$ cat src/rtl/demux_byte_stream.sv
// 1:2 byte demultiplexer with one small FIFO per output channel; the target
// channel comes from Sel (select mode) or an internal alternating Turn bit.
// Optional per-channel accepted-byte counters are built when DEMUX_BYTE_COUNT_EN is defined.

module demux_byte_stream_fifo #(
    parameter int DEPTH = 2
) (
    input  logic       i_clk,
    input  logic       i_rst,
    input  logic       i_push,
    input  logic [7:0] i_data,
    input  logic       i_pop,
    output logic [7:0] o_data,
    output logic       o_valid,
    output logic       o_full
);
    localparam int AW = $clog2(DEPTH);

    logic [7:0]  r_mem [DEPTH];
    logic [AW-1:0] r_wr_ptr;
    logic [AW-1:0] r_rd_ptr;
    logic [AW:0]   r_count;
    logic          w_pop;

    assign o_valid = (r_count != '0);
    assign o_full  = (r_count == (AW+1)'(DEPTH));
    assign o_data  = r_mem[r_rd_ptr];
    // A pop request against an empty FIFO is ignored.
    assign w_pop   = i_pop & o_valid;

    always_ff @(posedge i_clk) begin
        if (i_rst) begin
            r_wr_ptr <= '0;
            r_rd_ptr <= '0;
            r_count  <= '0;
            for (int i = 0; i < DEPTH; i++) r_mem[i] <= 8'h00;
        end else begin
            if (i_push) begin
                r_mem[r_wr_ptr] <= i_data;
                r_wr_ptr        <= r_wr_ptr + 1'b1;
            end
            if (w_pop) r_rd_ptr <= r_rd_ptr + 1'b1;
            if (i_push && !w_pop)      r_count <= r_count + 1'b1;
            else if (!i_push && w_pop) r_count <= r_count - 1'b1;
        end
    end
endmodule

module demux_byte_stream #(
    parameter int DEPTH = 2
) (
    input  logic        i_clk,
    input  logic        i_rst,
    input  logic [7:0]  i_din,
    input  logic        i_din_valid,
    output logic        o_din_ready,
    input  logic        i_sel,
    input  logic        i_mode,
    output logic [7:0]  o_d_out_0,
    output logic [7:0]  o_d_out_1,
    output logic        o_valid_0,
    output logic        o_valid_1,
    input  logic        i_ready_0,
    input  logic        i_ready_1
`ifdef DEMUX_BYTE_COUNT_EN
    ,
    output logic [15:0] o_cnt_0,
    output logic [15:0] o_cnt_1
`endif
);
    logic r_turn;
    logic w_target;
    logic w_full_0;
    logic w_full_1;
    logic w_accept;
    logic w_push_0;
    logic w_push_1;

    assign w_target    = i_mode ? r_turn : i_sel;
    // Readiness depends only on the target's fullness, never on a same-cycle pop.
    assign o_din_ready = w_target ? !w_full_1 : !w_full_0;
    assign w_accept    = i_din_valid & o_din_ready;
    assign w_push_0    = w_accept & !w_target;
    assign w_push_1    = w_accept &  w_target;

    always_ff @(posedge i_clk) begin
        if (i_rst)                  r_turn <= 1'b0;
        else if (w_accept && i_mode) r_turn <= ~r_turn;
    end

    demux_byte_stream_fifo #(.DEPTH(DEPTH)) u_fifo_0 (
        .i_clk  (i_clk),
        .i_rst  (i_rst),
        .i_push (w_push_0),
        .i_data (i_din),
        .i_pop  (i_ready_0),
        .o_data (o_d_out_0),
        .o_valid(o_valid_0),
        .o_full (w_full_0)
    );

    demux_byte_stream_fifo #(.DEPTH(DEPTH)) u_fifo_1 (
        .i_clk  (i_clk),
        .i_rst  (i_rst),
        .i_push (w_push_1),
        .i_data (i_din),
        .i_pop  (i_ready_1),
        .o_data (o_d_out_1),
        .o_valid(o_valid_1),
        .o_full (w_full_1)
    );

`ifdef DEMUX_BYTE_COUNT_EN
    logic [15:0] r_cnt_0;
    logic [15:0] r_cnt_1;

    always_ff @(posedge i_clk) begin
        if (i_rst) begin
            r_cnt_0 <= '0;
            r_cnt_1 <= '0;
        end else begin
            if (w_push_0 && r_cnt_0 != 16'hFFFF) r_cnt_0 <= r_cnt_0 + 16'd1;
            if (w_push_1 && r_cnt_1 != 16'hFFFF) r_cnt_1 <= r_cnt_1 + 16'd1;
        end
    end

    assign o_cnt_0 = r_cnt_0;
    assign o_cnt_1 = r_cnt_1;
`endif
endmodule
$ cat config.mk
export PLATFORM = sky130hd
export DESIGN_NAME = demux_byte_stream
export DESIGN_NICKNAME = d
export VERILOG_FILES = /design/src/rtl/demux_byte_stream.sv
export SDC_FILE = /design/constraint.sdc
export NUM_CORES = 1
export LEC_CHECK = 0
export CAP_MARGIN = 20
export CORE_MARGIN = 2
export CORE_UTILIZATION = 49
export CTS_BUF_LIST = sky130_fd_sc_hd__clkbuf_8
export DETAILED_ROUTE_END_ITERATION = 10
export PLACE_DENSITY = 0.78
export SYNTH_ARGS = -nofsm -noshare
export SYNTH_HDL_FRONTEND = slang
export SYNTH_HIERARCHICAL = 1
export SYNTH_SLANG_ARGS = --single-unit
$ cat constraint.sdc
create_clock -name i_clk -period 1.9 [get_ports i_clk]
set_input_delay 0.38 -clock i_clk [delete_from_list [all_inputs] [get_ports i_clk]]
set_output_delay 0.38 -clock i_clk [all_outputs]
set_load 0.02 [all_outputs]
==> key figures <==
Timing
  • Final hold vios: 0
  • Fmax: 539 MHz
  • Fin Hold WS: 0.484 ns
  • Least-Margin Pin Slew: 0.459 ns
  • Final setup viols: 0
  • Relative slew slack: 69.1%
  • Skew final: 0.00791 ns
  • Minimum clock period: 1.85 ns
  • Tcrit/Tclk final: 97.6%
  • Final Max Slew Viols: 0
  • Unrepaired setup endpoints after global routing: no
  • Final WS setup: 0.0461 ns

Setup path
  • Flop-to-flop setup slack: 0.17 ns
  • Critical path type: in -> reg
  • Reg2reg start: u_fifo_1/r_count[0]
  • Worst Setup End Kind: register
  • Critical Path RT: 2.12 ns
  • Maximum fanout along the worst path: 2
  • WP data arrival: 2.07 ns
  • Crit path launch type: input pin
  • R2R cell count: 5
  • R2r endpoint: u_fifo_1/r_count[1]

Clocking
  • Worst skew pair latency: 0.29 ns
  • Root Driver: clkbuf_8
  • Num CTS Buffers: 5
  • Clock sinks: 43
  • H-tree depth: 2
  • Cts hold-fix bufs: 0
  • Clock-pin slew on the worst setup and hold paths: 0.07 ns
  • Post-CTS Setup Inserts: 0
  • CTS tree: yes
  • Clock buffer depth: 2

Die
  • DIE HEIGHT: 66.5 µm
  • Initial core utilization: 51.4%
  • Die footprint: 4420 µm²
  • Core ar.: 3720 µm²
  • Die span in x: 66.5 µm
  • I/O pin total: 34
  • Rows: 22

Power and ir drop
  • Leak Pwr: 1.03 nW
  • PwrDens: 1130 nW/µm²
  • Max IR drop VDD: 0.000820 V

Cells and area
  • # diodes: 0
  • Layout cells sized above 1: 24.6%
  • Final net count: 228
  • Fin area: 2540 µm²
  • P&R area growth vs syn: 32.7%

Placed design
  • Place WS: -0.485 ns
  • Routability Congestion: 0.773
  • HPWL Detailed: 2710 µm
  • IO Port Bufs: 33
  • Area post-placement: 2440 µm²

Drt
  • Routed Antenna Nets: 0
  • # DRC: 0
  • Detailed Route Iter0 Violations: 58
  • DRT Wirelength: 3550 µm
  • Via-to-Cell Ratio: 4.98
  • Via Count: 1291
  • WL/cell: 13.7 µm
  • Drt pass-1 iters: 4

Worst hold path
  • HP Start: u_fifo_1/r_wr_ptr
  • Hold Path Cell Cnt: 2
  • Hold worst-path end: u_fifo_1/r_wr_ptr
  • Hold crit path type: reg -> reg

GRT
  • Largest net degree at the start of global routing: 15
  • Initial antenna violation count: 0
  • Vias in the first global route: 1317
  • GRT overflow: 0
  • First-pass GRT wire length: 5810 µm
  • Met3 usage: 5.07%
  • GR met1 Demand/Resource: 20.5%
  • Met2 Use GR: 32.0%
  • GRT Util Overall: 18.1%
  • GR peak layer: met2

Yosys
  • Syn Nets: 176
  • Synth warn: 6
  • Cells after synthesis: 159
  • Synthesized area: 1910 µm²
  • #FFs+latches synth: 43
  • Syn_area_per_cell: 12.0 µm²
  • Synth cell types: 22
  • Post-synthesis sequential area ratio: 61.8%

Run
  • Max Cap Violations: 0

Status
  • Outcome: finished clean
-- per-stage QoR --
step           total power [mW]  cells  util, %  setup TNS [ns]
3_3_place_gp               2.35    252     65.6          -15.44
3_5_place_dp               2.40    252     65.6          -22.39
4_1_cts                    2.86    259     67.5               0
2_1_floorplan              1.92    159        -               0
5_1_grt                    3.03    259     68.3               0
6_report                   2.86    259     68.3               0
-- layout by cell type (no fill, tap or decap), drive strengths merged, types with 4 or more instances in the layout --
cell and n:
dlygate4sd2 17, mux2 16, xor2 6, buf 18, edfxtp 32, o21ai 4, clkdlybuf4s50 14, clkbuf 5
nor2 38, dfxtp 11, nand2b 24, a21oi 4
-- final cells by class --
type | count | area, µm²
clock buffer | 5 | 68.8
clock inverter | 2 | 8.76
fill | 310 | 1180
inverter | 1 | 3.75
multi-input combinational | 109 | 734
sequential | 43 | 1190
tap | 48 | 60.1
timing repair buffer | 51 | 473
-- synthesized netlist by cell type, drive strengths merged --
| cell | number | area (µm²) |
|---|---|---|
| mux2 | 16 | 180 |
| or2 | 2 | 12.5 |
| mux2i | 2 | 20.0 |
| nand2b | 24 | 150 |
| and2b | 2 | 17.5 |
| ha | 2 | 25.0 |
| inv | 1 | 3.75 |
| a21oi | 4 | 20.0 |
| xor2 | 6 | 52.6 |
| edfxtp | 32 | 961 |
| nand2 | 2 | 7.51 |
| dfxtp | 11 | 220 |
| nand3b | 1 | 7.51 |
| or3 | 2 | 12.5 |
| nor2 | 38 | 143 |
| o21ai | 4 | 20.0 |
| a211oi | 1 | 7.51 |
| buf | 2 | 10.0 |
| nor3b | 1 | 7.51 |
| and4b | 1 | 10.0 |
| and3b | 1 | 8.76 |
| clkbuf | 4 | 15.0 |
-- logic make-up (layout without fill, tap and decap cells) --
family | after synthesis | count (layout) | share of synthesized area, %
buffers and inverters | 7 | 59 | 1.50
and+or+nand+nor | 74 | 74 | 19.7
DFF | 43 | 43 | 61.8
AOI/OAI and AO/OA | 9 | 9 | 2.49
muxes | 18 | 18 | 10.5
adders and majority gates | 2 | 2 | 1.31
xor gates and xnor gates | 6 | 6 | 2.75
-- metal layers --
layer | share of wire [%] | up-vias
li1 | - | 649
met1 | 42 | 596
met3 | 5.9 | 6
met2 | 51 | 40
met5 | 0 | -
met4 | 1.3 | 0
-- power by group --
group | internal [mW] | switching (mW) | leakage, nW
logic | 0.535 | 0.503 | 0.563
clock network | 0.245 | 0.282 | 0.0414
registers | 1.18 | 0.117 | 0.427
total | 1.96 | 0.902 | 1.03
-- worst max-delay path, stage by stage --
cell and delay (ns):
clkdlybuf4s50_1 0.47, mux2i_2 0.08, buf_4 0.15, and3b_2 0.22
ha_4 0.16, xor2_1 0.14, or3_1 0.34, a21oi_1 0.12
-- repair_timing --
item | in CTS | in global routing
resized for setup | 25 | 7
hold endpoints to repair | 0 | 0
setup endpoints to repair | 53 | 4
pin swaps | 0 | 3
gates cloned | 0 | 0
-- registers in the layout, summed over array words and instances (netlist names), named ones only --
register	count
u_fifo_0/r_mem	16
r_turn	1
u_fifo_0/r_rd_ptr	1
u_fifo_1/r_mem	16
u_fifo_1/r_wr_ptr	1
u_fifo_1/r_rd_ptr	1
u_fifo_1/r_count	2
u_fifo_0/r_count	2
u_fifo_0/r_wr_ptr	1
-- worst max-delay path by stage --
stage / startpoint / end / cells after the start
final: i_sel / u_fifo_0/r_count[1] / 8
after floorplan: u_fifo_1/r_count[0] / u_fifo_1/r_mem[0][0] / 5
after global routing: i_sel / u_fifo_0/r_mem[1][5] / 8
after detailed placement: i_mode / o_din_ready / 4
after CTS: i_sel / u_fifo_0/r_count[1] / 8
after global placement: i_mode / o_din_ready / 4
(Power assumes the default switching activity.)
